[config.mk]
export PLATFORM = sky130hd
export DESIGN_NAME = plot_arbiter
export DESIGN_NICKNAME = d
export VERILOG_FILES = /design/src/rtl/plot_arbiter.sv
export SDC_FILE = /design/constraint.sdc
export NUM_CORES = 1
export LEC_CHECK = 0
export BUFFER_PORTS_ARGS = -buffer_cell sky130_fd_sc_hd__buf_4
export CAP_MARGIN = 40
export CORE_ASPECT_RATIO = 0.7
export CORE_UTILIZATION = 45
export CTS_BUF_LIST = sky130_fd_sc_hd__clkbuf_2 sky130_fd_sc_hd__clkbuf_4 sky130_fd_sc_hd__clkbuf_8
export DETAILED_ROUTE_END_ITERATION = 8
export GPL_TIMING_DRIVEN = 0
export PLACE_DENSITY = 0.78
export SKIP_CTS_REPAIR_TIMING = 1
export SLEW_MARGIN = 20
export SYNTH_ARGS = -nofsm -noshare
export SYNTH_HDL_FRONTEND = slang
export SYNTH_SLANG_ARGS = --single-unit
[constraint.sdc]
create_clock -name CLOCK_50 -period 5.8 [get_ports CLOCK_50]
set_input_delay 1.16 -clock CLOCK_50 [delete_from_list [all_inputs] [get_ports CLOCK_50]]
set_output_delay 1.16 -clock CLOCK_50 [all_outputs]
set_load 0.05 [all_outputs]
[src/rtl/plot_arbiter.sv]
// rtl/plot_arbiter.sv - round-robin arbiter multiplexing object pixel streams onto the VGA adapter port
// Optional pixel range clip enabled by defining PLOT_ARB_CLIP_EN.
module plot_arbiter #(
   parameter int N       = 3,
   parameter int XSCREEN = 160,
   parameter int YSCREEN = 120,
   parameter int TIMEOUT = 2**21
) (
   input  logic           CLOCK_50,
   input  logic           Resetn,
   input  logic [N*8-1:0] req_x,
   input  logic [N*7-1:0] req_y,
   input  logic [N*3-1:0] req_color,
   input  logic [N-1:0]   req_plot,
   input  logic [N-1:0]   req_row,
   output logic [N-1:0]   enable,
   output logic [1:0]     grant,
   output logic [7:0]     VGA_X,
   output logic [6:0]     VGA_Y,
   output logic [2:0]     VGA_COLOR,
   output logic           plot,
   output logic           timeout
);

   localparam int WDW = $clog2(TIMEOUT);
`ifdef PLOT_ARB_CLIP_EN
   localparam bit CLIP_EN = 1'b1;
`else
   localparam bit CLIP_EN = 1'b0;
`endif

   typedef enum logic {SERVE, HANDOFF} state_t;

   state_t         state, state_nxt;
   logic [WDW-1:0] wd, wd_nxt;
   logic [1:0]     grant_nxt;
   logic           timeout_nxt;
   logic [7:0]     cur_x;
   logic [6:0]     cur_y;
   logic [2:0]     cur_color;
   logic           cur_plot, cur_row;
   logic           in_range, pix_ok, load_pix, wd_hit;

   // Select the granted object's request lines; everything else is ignored.
   always_comb begin
      cur_x     = '0;
      cur_y     = '0;
      cur_color = '0;
      cur_plot  = 1'b0;
      cur_row   = 1'b0;
      enable    = '0;
      for (int k = 0; k < N; k++) begin
         if (grant == 2'(k)) begin
            cur_x     = req_x[k*8 +: 8];
            cur_y     = req_y[k*7 +: 7];
            cur_color = req_color[k*3 +: 3];
            cur_plot  = req_plot[k];
            cur_row   = req_row[k];
            enable[k] = (state == SERVE);
         end
      end
   end

   assign in_range = (cur_x < XSCREEN[7:0]) && (cur_y < YSCREEN[6:0]);
   assign pix_ok   = !CLIP_EN || in_range;
   assign load_pix = (state == SERVE) && cur_plot && pix_ok;
   assign wd_hit   = (wd == WDW'(TIMEOUT - 1));

   always_comb begin
      state_nxt   = state;
      grant_nxt   = grant;
      wd_nxt      = wd;
      timeout_nxt = 1'b0;
      case (state)
         SERVE: begin
            if (cur_row || wd_hit) begin
               state_nxt   = HANDOFF;
               wd_nxt      = '0;
               // A simultaneous row indication takes precedence over the watchdog.
               timeout_nxt = !cur_row;
            end else begin
               wd_nxt = wd + 1'b1;
            end
         end
         HANDOFF: begin
            state_nxt = SERVE;
            grant_nxt = (grant == 2'(N - 1)) ? 2'd0 : grant + 2'd1;
         end
         default: state_nxt = SERVE;
      endcase
   end

   always_ff @(posedge CLOCK_50 or negedge Resetn) begin
      if (!Resetn) begin
         state     <= SERVE;
         grant     <= 2'd0;
         wd        <= '0;
         timeout   <= 1'b0;
         VGA_X     <= 8'd0;
         VGA_Y     <= 7'd0;
         VGA_COLOR <= 3'd0;
         plot      <= 1'b0;
      end else begin
         state   <= state_nxt;
         grant   <= grant_nxt;
         wd      <= wd_nxt;
         timeout <= timeout_nxt;
         plot    <= load_pix;
         if (load_pix) begin
            VGA_X     <= cur_x;
            VGA_Y     <= cur_y;
            VGA_COLOR <= cur_color;
         end
      end
   end

endmodule
Word-level counts from Yosys, hierarchy flattened
Index checks and enable logic that the tools add are counted.

Add/sub/neg operators: 2. $mul: 0. Divide/modulo/power cells: 0. Order comparisons: 0. Eq/ne operators: 3. Shift operators: 0. Muxes and demuxes: 24. Bitwise gates (word level): 1. Reduce and logical (&&, ||, !) cells: 4.

Operators with widths (count): 2-to-1 mux 8 bit (3); adder 21 x 1 -> 21 bit, second input constant (1); equality test 21 bit, second input constant (1); 2-to-1 mux 21 bit (1); 2-to-1 mux 7 bit (3); 2-to-1 mux 1 bit (12); 2-to-1 mux 3 bit (3); adder 2 x 1 -> 2 bit, second input constant (1); equality test 2 x 1 -> 1 bit, second input constant (1); equality test 2 bit, second input constant (1); zero test 2 bit (1); 2-to-1 mux 2 bit (1); one-hot mux 1 bit (2 select lines) (1); logical AND 1 bit (1); zero test 1 bit (1); logical OR 1 bit (1); NOT 1 bit (1).

Register bits: 44. Latch bits: 0. Bits in writable memories: 0. Memory bits (read-only): 0. Output and inout bits: 25. Memories: 0.

Longest topological paths before layout
Depth after elaboration: 7. Depth in mapped cells: 6. Mapped depth without buffers: 5.

Least setup slack after synthesis
Ideal clock, no wire load.

Kind: reg-to-output. Start point: reg grant[1]. End point: out enable[2]. Arrival time: 2.440 ns. Path slack: 2.200 ns. Stages on the path, launching flop included: 4. Buffers on the path: 2. Path through: dfrtp_1 buf_4 clkbuf_1 nor3b_1.

Cells in the longest elaborated chain, start to end: 2.

Ends and longest elaborated chain: start, declared (line 17) `output logic [1:0] grant,`; start signal, assigned (line 105) `grant <= grant_nxt;`; equality test 2 bit (line 53) `if (grant == 2'(k)) begin`; 2-to-1 mux 1 bit (line 53); end, declared (line 16) `output logic [N-1:0] enable,`.

Every way passes these cells.

Worst setup path in the final report
Start point: reg grant[0]. End point: out enable[1].

Cells in the longest elaborated chain, start to end: 2.

Ends and longest elaborated chain (line): equality test 2 x 1 -> 1 bit (53); 2-to-1 mux 1 bit (53).

Every way passes these cells.

==> results.yml <==
setup_path:
  regToRegStartpoint: "grant[0]"
  cp_max_fo: 10
  timing.critical_path.to_type: "output pin"
  cp.arrival_ps: 2030
  critPathLaunchType: "register"
  worst-setup-path-type: "register to output pin"
  crit_start: "grant[0]"
  required_ps: 4640
drt:
  dr.max_layer_used: "met4"
  wl_per_cell_microns: 14.4
  met2_length_microns: 2770
  drc_errors: 0
  vias: 2130
  wl_met3_microns: 273
  wl_met1_microns: 2680
  vias_per_cell: 5.27
  routed_wl_microns: 5840
  dr.pass1.iters: 5
  drt-initial-drc-count: 99
  ant_nets: 0
global_routing:
  grt_max_degree: 45
  grt_usage_pct: 22.0
  antenna_found_initial: 0
  first_global_vias: 2102
  overflow: 0
  grt_pass1_wl_microns: 10000
sta:
  period_share_pct: 55.0
  slew_headroom_pct: 51.6
  skew_ps: 7.81
  final.min_clock_period_ps: 3190
  hold_viol: 0
  hold_slack_ps: 513
  fmax_mhz: 313
  worstMarginPinSlew_ps: 726
  rsz0062_at_grt: "false"
  setup_violations: 0
  drv_slew: 0
  setup-tns-final_ps: 0
logic_synthesis:
  ys_warn_count: 0
  ys_ff_latch: 44
  synth.top_cell.area_share_pct: 45.0
  syn_area_per_cell_sq_um: 10.3
  ys.flop_type: "dfrtp_1"
  syn_inst: 238
  yosysTopAreaCell: "dfrtp_1"
  synthArstFlopShare_pct: 100
  synth_edf_count: 0
  synth_area_sq_mm: 0.00244
  ys_seq_area_share_pct: 45.0
  syn-num-nets: 301
  synth_cell_type_count: 43
  yosys-top-cells-area: "dfrtp_1 (45%), mux2_2 (9.2%), mux2i_1 (8.2%)"
floorplan:
  core_area_sq_mm: 0.00523
  rows: 22
  die_h_microns: 63.7
  pin_count: 87
  die_w_microns: 90.1
  fp.dieArea_sq_mm: 0.00574
  start_util_pct: 46.7
clock_tree:
  h-tree-depth: 2
  cts_buffers: 5
  cts_tree: "yes"
  clockRootBuffer: "clkbuf_8"
  clockBufferDepth: 2
  clk_latency_ps: 300
  clkSlewWorstSetupHoldPaths_ps: 90
  cts.sinks: 44
layout:
  nNetsFinal: 394
  diodes: 0
  syn_to_final_growth_pct: 34.6
  layout-drive-gt1-share_pct: 39.2
power:
  leakagePower_nw: 1.54
  ir_drop_v: 0.000382
  pwr_density_cell_mw_per_mm2: 499
  total_power_mw: 1.64
hold_path:
  min_path_type: "register to register"
  min-delay-start: "VGA_X[0]"
run:
  maxCapViolations: 0
place:
  hpwl_microns: 4350
  place_congestion: 0.774
  portBuffers: 86
run_status:
  outcome: "completed"
[layout by cell type, fill, tap and decap left out, types with 2 or more instances in the layout]
| master | netlist | final |
|---|---|---|
| mux2i_1 | 20 | 20 |
| buf_2 | 2 | 2 |
| nand2_1 | 30 | 30 |
| nor3b_1 | 2 | 2 |
| o21ai_0 | 27 | 27 |
| nor4_1 | 4 | 4 |
| a21oi_1 | 11 | 11 |
| inv_1 | 2 | 2 |
| a22oi_1 | 5 | 5 |
| and2_1 | 2 | 2 |
| or4_2 | 2 | 2 |
| clkbuf_8 | 0 | 5 |
| nor2_1 | 5 | 5 |
| mux2_2 | 20 | 20 |
| nor2b_1 | 2 | 2 |
| nand3b_1 | 2 | 2 |
| clkbuf_1 | 7 | 7 |
| nand4_4 | 2 | 2 |
| dfrtp_1 | 44 | 44 |
| xnor2_1 | 9 | 9 |
| nand3_1 | 10 | 10 |
| or3_1 | 5 | 5 |
| nor3_1 | 2 | 2 |
| buf_4 | 2 | 88 |
| or2_2 | 2 | 2 |
[registers in the layout, summed over array words and instances (netlist names)]
register,flops
wd,21
VGA_Y,7
timeout,1
VGA_COLOR,3
grant,2
plot,1
state,1
VGA_X,8
[power breakdown]
part	internal (mW)	switching (mW)	total, mW
logic	0.357	0.598	0.955
registers	0.397	0.0565	0.453
clock network	0.133	0.103	0.236
[worst max-delay path: stages (launching register included)]
cell and delay [ps]:
dfrtp_1 510, nor2b_1 360, clkbuf_1 450, and2_1 200
buf_4 200
[per-stage QoR]
step	cells	util, %	area [sq um]	setup slack, ps
6_report	404	62.9	3290	2610
5_1_grt	404	62.9	3290	2480
4_1_cts	404	62.9	3290	2600
3_5_place_dp	396	60.8	3180	2940
3_3_place_gp	396	60.8	3180	3010
2_1_floorplan	238	-	2440	2200
[kinds of logic (layout without fill, tap and decap cells)]
kind of cell	Yosys count	after routing	share of synthesized area [%]
adder cells (fa/ha/maj)	1	1	0.512
XOR/XNOR	10	10	3.58
AND/OR/NAND/NOR	77	77	17.9
flip-flops	44	44	45.0
buffers and inverters	17	111	3.38
AO/OA/AOI/OAI	49	49	12.2
multiplexers	40	40	17.4
[final cells by class]
cell class / instances / area [sq um]
fill: 432 / 1940
multi-input combinational: 177 / 1260
sequential: 44 / 1100
timing repair buffer: 86 / 646
tap: 72 / 90.1
clock buffer: 6 / 76.3
buffer: 14 / 71.3
clock inverter: 2 / 35.0
inverter: 3 / 11.3
[per-layer routing]
layer  GRT usage (%)  vias to the layer above
met4            8.06                        0
met5               0                        -
met2            35.6                       58
met3            5.31                       13
li1                -                     1037
met1            28.7                     1022
[final timing paths]
kind,endpoint,slack [ps],depth (start not counted)
max reg2reg,VGA_Y[6],3620,5
max,enable[1],2610,4
min in group asynchronous,VGA_X[6],850,1
min,VGA_X[0],510,1
max in group asynchronous,grant[1],4560,1
min reg2reg,VGA_X[0],510,1
[cell usage after synthesis, types with 4 or more instances]
master,n
nor4_1,4
a22oi_1,5
o21ai_0,27
nand3_1,10
a21oi_1,11
clkbuf_1,7
xnor2_1,9
nand2_1,30
dfrtp_1,44
or3_1,5
mux2_2,20
nor2_1,5
mux2i_1,20
Note: power is estimated with default switching activity, not from simulation.
